===== config.mk =====
export PLATFORM = sky130hd
export DESIGN_NAME = sw_scan_sched_flat
export DESIGN_NICKNAME = d
export VERILOG_FILES = /design/src/rtl/sw_scan_sched_if.sv /design/src/rtl/sw_scan_sched.sv /design/src/flat_wrapper.sv
export SDC_FILE = /design/constraint.sdc
export NUM_CORES = 1
export LEC_CHECK = 0
export CORE_ASPECT_RATIO = 2
export CORE_UTILIZATION = 32
export CTS_BUF_LIST = sky130_fd_sc_hd__clkbuf_16
export DETAILED_ROUTE_END_ITERATION = 8
export GPL_ROUTABILITY_DRIVEN = 0
export PLACE_DENSITY_LB_ADDON = 0.1
export SYNTH_ARGS = -nofsm -noshare
export SYNTH_HDL_FRONTEND = slang
export SYNTH_SLANG_ARGS = --single-unit

===== constraint.sdc =====
create_clock -name clk -period 9.2 [get_ports clk]
set_input_delay 1.84 -clock clk [delete_from_list [all_inputs] [get_ports clk]]
set_output_delay 1.84 -clock clk [all_outputs]
set_load 0.01 [all_outputs]

===== src/rtl/sw_scan_sched_if.sv =====
// Request/acknowledge handshake between the scan sequencer and the switch controller.
interface sw_scan_sched_if;
    logic [1:0] sw_req;
    logic       sw_ack;

    modport master (output sw_req, input sw_ack);
    modport slave  (input sw_req, output sw_ack);
endinterface


===== src/rtl/sw_scan_sched.sv =====
// Switch scan sequencer: walks a programmed list of x/y switching steps over the
// sw_req/sw_ack handshake. Optional macro SW_SCAN_SCHED_LOOP_EN repeats passes until abort/timeout.
module sw_scan_sched #(
    parameter  int STEP_MAX = 16,
    parameter  int CNT_W    = 32,
    localparam int IDX_W    = $clog2(STEP_MAX)
) (
    input  logic                clk,
    input  logic                rst,
    input  logic                start_i,
    input  logic                abort_i,
    input  logic [IDX_W:0]      reg_step_num_i,
    input  logic [STEP_MAX-1:0] reg_axis_seq_i,
    input  logic [CNT_W-1:0]    reg_dwell_time_i,
    input  logic [CNT_W-1:0]    reg_timeout_i,
    sw_scan_sched_if.master     sw_if,
    output logic                busy_o,
    output logic [IDX_W-1:0]    step_idx_o,
    output logic                step_done_o,
    output logic                pass_done_o,
    output logic                err_timeout_o
);

    localparam logic [IDX_W:0]   NUM_MAX  = (IDX_W+1)'(STEP_MAX);
    localparam logic [IDX_W-1:0] IDX_LAST = IDX_W'(STEP_MAX - 1);

    typedef enum logic [2:0] {
        IDLE,
        REQ,
        ACK_LOW,
        DWELL,
        DONE
    } state_t;

    state_t              state_q, state_d;
    logic [IDX_W-1:0]    idx_q, idx_d;
    logic [IDX_W-1:0]    last_q, last_d;
    logic [STEP_MAX-1:0] axis_q, axis_d;
    logic [CNT_W-1:0]    dwell_q, dwell_d;
    logic [CNT_W-1:0]    tmo_q, tmo_d;
    logic [CNT_W-1:0]    cnt_q, cnt_d;
    logic [CNT_W-1:0]    wait_q, wait_d;
    logic                ack_q;
    logic [1:0]          sw_req_q, sw_req_d;
    logic                step_done_q, step_done_d;
    logic                pass_done_q, pass_done_d;
    logic                err_q, err_d;
    logic                expire;
    logic                ack_rise;

    // Step count clamped into 1..STEP_MAX, stored as the index of the last step.
    function automatic logic [IDX_W-1:0] last_idx(input logic [IDX_W:0] n);
        if (n == '0)
            return '0;
        else if (n > NUM_MAX)
            return IDX_LAST;
        else
            return IDX_W'(n - (IDX_W+1)'(1));
    endfunction

    assign expire   = (tmo_q != '0) && ((wait_q + CNT_W'(1)) == tmo_q);
    // A request only accepts a fresh rising ack, never one left high from before.
    assign ack_rise = sw_if.sw_ack && !ack_q;

    always_comb begin
        state_d     = state_q;
        idx_d       = idx_q;
        last_d      = last_q;
        axis_d      = axis_q;
        dwell_d     = dwell_q;
        tmo_d       = tmo_q;
        cnt_d       = cnt_q;
        wait_d      = '0;
        step_done_d = 1'b0;
        pass_done_d = 1'b0;
        err_d       = 1'b0;

        if (abort_i && (state_q != IDLE)) begin
            state_d = IDLE;
        end else begin
            case (state_q)
                IDLE: begin
                    if (start_i && !abort_i) begin
                        state_d = REQ;
                        idx_d   = '0;
                        last_d  = last_idx(reg_step_num_i);
                        axis_d  = reg_axis_seq_i;
                        dwell_d = reg_dwell_time_i;
                        tmo_d   = reg_timeout_i;
                    end
                end
                REQ: begin
                    if (ack_rise) begin
                        state_d = ACK_LOW;
                    end else if (expire) begin
                        state_d = IDLE;
                        err_d   = 1'b1;
                    end else begin
                        wait_d = wait_q + CNT_W'(1);
                    end
                end
                ACK_LOW: begin
                    if (!sw_if.sw_ack) begin
                        state_d = DWELL;
                        cnt_d   = dwell_q;
                    end else if (expire) begin
                        state_d = IDLE;
                        err_d   = 1'b1;
                    end else begin
                        wait_d = wait_q + CNT_W'(1);
                    end
                end
                DWELL: begin
                    if (cnt_q == '0) begin
                        step_done_d = 1'b1;
                        if (idx_q == last_q) begin
                            state_d = DONE;
                        end else begin
                            idx_d   = idx_q + IDX_W'(1);
                            state_d = REQ;
                        end
                    end else begin
                        cnt_d = cnt_q - CNT_W'(1);
                    end
                end
                DONE: begin
                    pass_done_d = 1'b1;
`ifdef SW_SCAN_SCHED_LOOP_EN
                    state_d = REQ;
                    idx_d   = '0;
                    last_d  = last_idx(reg_step_num_i);
                    axis_d  = reg_axis_seq_i;
                    dwell_d = reg_dwell_time_i;
                    tmo_d   = reg_timeout_i;
`else
                    state_d = IDLE;
`endif
                end
                default: state_d = IDLE;
            endcase
        end

        sw_req_d = 2'b00;
        if (state_d == REQ)
            sw_req_d = axis_d[idx_d] ? 2'b10 : 2'b01;
    end

    always_ff @(posedge clk) begin
        if (!rst) begin
            state_q     <= IDLE;
            idx_q       <= '0;
            last_q      <= '0;
            axis_q      <= '0;
            dwell_q     <= '0;
            tmo_q       <= '0;
            cnt_q       <= '0;
            wait_q      <= '0;
            ack_q       <= 1'b0;
            sw_req_q    <= 2'b00;
            step_done_q <= 1'b0;
            pass_done_q <= 1'b0;
            err_q       <= 1'b0;
        end else begin
            state_q     <= state_d;
            idx_q       <= idx_d;
            last_q      <= last_d;
            axis_q      <= axis_d;
            dwell_q     <= dwell_d;
            tmo_q       <= tmo_d;
            cnt_q       <= cnt_d;
            wait_q      <= wait_d;
            ack_q       <= sw_if.sw_ack;
            sw_req_q    <= sw_req_d;
            step_done_q <= step_done_d;
            pass_done_q <= pass_done_d;
            err_q       <= err_d;
        end
    end

    assign sw_if.sw_req  = sw_req_q;
    assign busy_o        = (state_q != IDLE);
    assign step_idx_o    = idx_q;
    assign step_done_o   = step_done_q;
    assign pass_done_o   = pass_done_q;
    assign err_timeout_o = err_q;

endmodule


===== src/flat_wrapper.sv =====
// flat-port wrapper written by rule: the top's interface ports become plain ports
module sw_scan_sched_flat 
#(
    parameter  int STEP_MAX = 16,
    parameter  int CNT_W    = 32,
    localparam int IDX_W    = $clog2(STEP_MAX)
)
  (clk, rst, start_i, abort_i, reg_step_num_i, reg_axis_seq_i, reg_dwell_time_i, reg_timeout_i, busy_o, step_idx_o, step_done_o, pass_done_o, err_timeout_o, sw_if_sw_req, sw_if_sw_ack);
  sw_scan_sched_if sw_if_i ();
  input  logic clk;
  input  logic rst;
  input  logic start_i;
  input  logic abort_i;
  input  logic [IDX_W:0] reg_step_num_i;
  input  logic [STEP_MAX-1:0] reg_axis_seq_i;
  input  logic [CNT_W-1:0] reg_dwell_time_i;
  input  logic [CNT_W-1:0] reg_timeout_i;
  output logic busy_o;
  output logic [IDX_W-1:0] step_idx_o;
  output logic step_done_o;
  output logic pass_done_o;
  output logic err_timeout_o;
  output wire logic [$bits(sw_if_i.sw_req)-1:0] sw_if_sw_req;
  input wire logic [$bits(sw_if_i.sw_ack)-1:0] sw_if_sw_ack;
  assign sw_if_sw_req = sw_if_i.sw_req;
  assign sw_if_i.sw_ack = sw_if_sw_ack;
  sw_scan_sched #(.STEP_MAX(STEP_MAX), .CNT_W(CNT_W)) u_core (.clk(clk), .rst(rst), .start_i(start_i), .abort_i(abort_i), .reg_step_num_i(reg_step_num_i), .reg_axis_seq_i(reg_axis_seq_i), .reg_dwell_time_i(reg_dwell_time_i), .reg_timeout_i(reg_timeout_i), .sw_if(sw_if_i), .busy_o(busy_o), .step_idx_o(step_idx_o), .step_done_o(step_done_o), .pass_done_o(pass_done_o), .err_timeout_o(err_timeout_o));
endmodule

[Word-level counts from Yosys, hierarchy flattened]
Cells that the tools add are included.
Storage, ports and cells
  register bits after elaboration: 161
  input bits: 90
  output and inout port bits: 10
  logic and storage cells: 82
Cells by class
  add/subtract/negate cells: 4
  magnitude comparators: 2
  equal/unequal tests: 9
  mux-type cells: 34
  bitwise gates (word level): 3
  reduce and logical (&&, ||, !) cells: 17
Operator list (count)
  $mux 32: 5
  $pmux 32 s2: 2
  $mux 16: 3
  $add 32x1->32 const B: 1
  $eq 32x32->1: 1
  $logic_not 32->1: 1
  $reduce_bool 32->1: 1
  $sub 32x1->32 const B: 1
  $mux 4: 6
  $mux 3: 7
  $pmux 3 s4: 1
  $pmux 4 s2: 1
  $eq 3x1->1 const B: 2
  $eq 3x2->1 const B: 2
  $mux 1: 6
  $gt 5x5->1 const B: 1
  $logic_not 5->1: 1
  $lt 4x5->1 const B: 1
  $add 4x1->4 const B: 1
  $bmux 1 s4: 1
  $eq 4x4->1: 1
  $logic_and 1x1->1: 4
  $ne 2x2->1 const B: 2
  $reduce_and 4->1: 1
  other kinds (13): 16

[Depth between registers and ports, before layout]
  depth after elaboration: 9
  mapped depth: 13
  mapped depth without buffers: 11

[Worst setup path after synthesis]
Ideal clock, no wire load.
  path kind: input to register
  start point: input abort_i
  end point: register u_core.sw_req_q[0], in the netlist u_core.sw_if.sw_req[0]
  setup time: 0.134 ns
  arrival time: 3.534 ns
  data required time: 9.066 ns
  slack: 5.531 ns
  stages on the path: 8
  cells stage by stage: nand4b_1 -> or4_1 -> mux2i_2 -> o311ai_0 -> o22ai_1 -> o211ai_1 -> o311a_1 -> nor4b_2
On the way
  cells in the longest elaborated chain, start to end: 8
Ends and longest elaborated chain
  start, declared: RTL line flat_wrapper.sv:13  | input logic abort_i;
  $logic_not 1->1: RTL line sw_scan_sched.sv:83  | if (start_i && !abort_i) begin
  $logic_and 1x1->1: RTL line sw_scan_sched.sv:83
  $mux 4 or $mux 16 (tied branches): RTL line sw_scan_sched.sv:83
  $pmux 4 s2 or $mux 16 (tied branches): RTL line sw_scan_sched.sv:81  | case (state_q)
  $mux 4 or $mux 16 (tied branches): RTL line sw_scan_sched.sv:78  | if (abort_i && (state_q != IDLE)) begin
  $bmux 1 s4: RTL line sw_scan_sched.sv:145  | sw_req_d = axis_d[idx_d] ? 2'b10 : 2'b01;
  $mux 1 (not written as such): RTL line sw_scan_sched.sv:145
  $mux 2: RTL line sw_scan_sched.sv:145
  end signal, assigned: RTL line sw_scan_sched.sv:173  | sw_req_q <= sw_req_d;
  end, declared: RTL line sw_scan_sched.sv:44  | logic [1:0] sw_req_q, sw_req_d;
Several ways; a longest one is shown, not always the timed one. The select of a mux whose other input is x is not followed.
A chain may end at the register's enable or synchronous reset.

[Worst setup path after layout]
Ends and elaborated chain as after synthesis.

==> summary.txt <==
Cell Pwr Density -> 165 nW/um^2
Detailed Route WL -> 27,100 um
first-pass GRT wire length -> 42,700 um
via/cell ratio -> 5.26
ratio of final minimum period to clock period -> 0.492
synth warn -> 0
non-filler cells, final -> 1,524
Worst slew margin -> 0.219
Slew Limit Fails -> 0
footprint of the multi-input gates -> 4980 sq um
synth cell count leaders -> 220 x nand2_1, 161 x dfxtp_1, 102 x nor2_1, 82 x a21boi_0, 58 x clkbuf_1
RSZ-0062 raised after global routing -> false
Vias -> 8,016
cts bufs inserted -> 17
WHS Path Cells -> 2
number of synthesized flops with an enable pin -> 0
CTS tree -> done
die span in x -> 118 um
layout cells sized above 1 -> 0.0551
share of the synthesized area in the top cell type -> 0.376
Mapped Cells -> 1,111
Detail Placement HPWL -> 19,600 um
Max Cap Viol -> 0
FP Rows -> 84
library cells used by synthesis -> 74
antenna fix cells -> 0
wire per inst -> 17.8 um
worst vdd ir -> 0.145 mV
slew of the pin with the lowest slew margin -> 1.16 ns
Layout fillers -> 2,847
Sinks on Clock Net -> 161
synthesized area -> 8560 sq um
setup-violating endpoint count in the final report -> 0
Reg2Reg Depth -> 8
crit path DAT -> 4.89 ns
Final min period -> 4.52 ns
Max Clock Freq -> 221 MHz
clk_lat worst skew -> 0.46 ns
dominant cell type by area after synthesis -> dfxtp_1
Boundary Pins -> 100
Core ar. -> 26,300 sq um
top-count cell post-synth -> nand2_1
vias in the first global route -> 7,914
Crit Path Class -> in -> reg
CTS Buffer Depth -> 2
setup total negative slack -> 0 ns
placed insts -> 1,492
CTS resizes -> 0
hold-fix buffers at CTS -> 0
crit end category -> flop
Worst Clk Skew -> 0.00970 ns
WL met1 -> 9830 um
FF/Latch Area -> 3220 sq um
die height -> 233 um
PortBufs -> 99
Seq cells post-synth -> 161
Hold Path Class -> reg -> reg
max layer used -> met4
initial core utilization -> 0.326
synth-to-layout area growth -> 20.8%
ANT nets after route -> 0
Static Leakage -> 3.52 nW
gr usage total -> 0.203
Final Hold Slack -> 0.467 ns
initial antenna violation count -> 0
H-tree depth -> 4
Synthesized Nets -> 1,205
Clock transition at path regs -> 0.06 ns
status -> completed
top_reg_cell synth -> dfxtp_1
post-CTS setup buffers -> 0
CP Max Fanout -> 93
Pre-Repair DR Iteration Count -> 4
pin count of the biggest net entering global routing -> 111
met2 wire length -> 15,600 um
1st-iter DRT viols -> 386
Critical Path Source Type -> primary input
CTS Root Cell -> clkbuf_16
Mean Syn Cell Area -> 7.71 sq um
Synth area leaders -> dfxtp_1 38%, nand2_1 9.6%, a21boi_0 7.2%, nor2_1 4.5%, o21ai_0 3.1%
Critical Path RT -> 9.57 ns
Seq/Total Area, Yosys -> 0.376
metal3 WL -> 581 um
Post-synth ARST share -> 0
final hold viol count -> 0
final net count -> 1,261
grt ovf -> 0
Post-route DRC -> 0
total die area -> 27,500 sq um
-- flip-flops by register name, indices dropped and copies added (netlist names) --
signal and count:
u_core.pass_done_o 1, u_core.sw_if.sw_req 2, u_core.dwell_q 32, u_core.wait_q 32, u_core.cnt_q 32, u_core.state_q 3, u_core.step_idx_o 4, u_core.tmo_q 32
u_core.err_timeout_o 1, u_core.ack_q 1, u_core.last_q 4, u_core.axis_q 16, u_core.step_done_o 1
-- path summary, 6_finish.rpt --
path                     startpoint                     end  slack, ns
hold / removal    u_core.axis_q[12]       u_core.axis_q[12]       0.47
setup / recovery            abort_i  u_core.sw_if.sw_req[0]       4.68
hold reg to reg   u_core.axis_q[12]       u_core.axis_q[12]       0.47
setup reg to reg   u_core.wait_q[4]       u_core.wait_q[23]       4.86
-- per-layer routing --
| layer | GRT usage | vias to the layer above |
|---|---|---|
| met5 | 0 | - |
| met4 | 0.118 | 0 |
| met3 | 0.0288 | 59 |
| met2 | 0.408 | 127 |
| met1 | 0.192 | 3794 |
| li1 | - | 4036 |
-- logic make-up (layout without fill, tap and decap cells) --
group,Yosys count,after routing,synth area share
adders and majority gates,5,5,0.00701
xor gates and xnor gates,50,50,0.0527
DFF,161,161,0.376
and+or+nand+nor,523,523,0.293
muxes,11,11,0.0136
buffers and inverters,92,161,0.0454
AOI/OAI and AO/OA,269,269,0.212
-- placed cells by master (no fill, tap or decap), types with 8 or more instances in the layout --
master / count
and3_1: 10
a21oi_1: 44
inv_1: 25
nor4_1: 29
clkdlybuf4s50_1: 98
nor3_1: 26
a22oi_1: 8
xor2_1: 19
nand3_1: 26
buf_4: 9
dfxtp_1: 161
nand4_1: 22
and2_1: 13
a31oi_1: 18
o21ai_0: 53
clkbuf_16: 17
xnor2_1: 30
mux2i_1: 8
nor2_1: 102
or4_1: 8
a21boi_0: 82
nand2_1: 220
or3_1: 9
o211ai_1: 10
nor2b_1: 12
-- cell type report --
cell class	instances	share of cell area
flip-flops and latches	161	0.312
clock buffers	17	0.0411
inverters	21	0.00762
well taps	344	0.0416
clock inverters	15	0.0149
multi-input cells	858	0.481
repair buffers	108	0.102
-- critical path: stages --
cell and delay [ns]:
clkdlybuf4s50_1 0.58, nor2_1 0.34, and3_4 0.90, mux2i_1 0.33, o211ai_1 0.14, nand3_1 0.10, o211ai_1 0.09, o211ai_1 0.12
o311a_1 0.22, nor4b_2 0.18
-- power breakdown --
part           switching [mW]  internal (mW)
Combinational           0.135          0.104
Clock                   0.296          0.419
Sequential             0.0282          0.725
Total                   0.460           1.25
-- per-stage QoR --
stage	setup WS, ns	cell area [sq um]	util	total power, mW
3_3_place_gp	4.23	9770	0.372	1.01
2_1_floorplan	5.53	8560	-	0.907
3_5_place_dp	4.17	9770	0.372	1.01
6_report	4.68	10300	0.394	1.71
5_1_grt	4.32	10300	0.394	1.78
4_1_cts	4.61	10300	0.394	1.73
No activity file was read; power rests on OpenSTA's default activity.
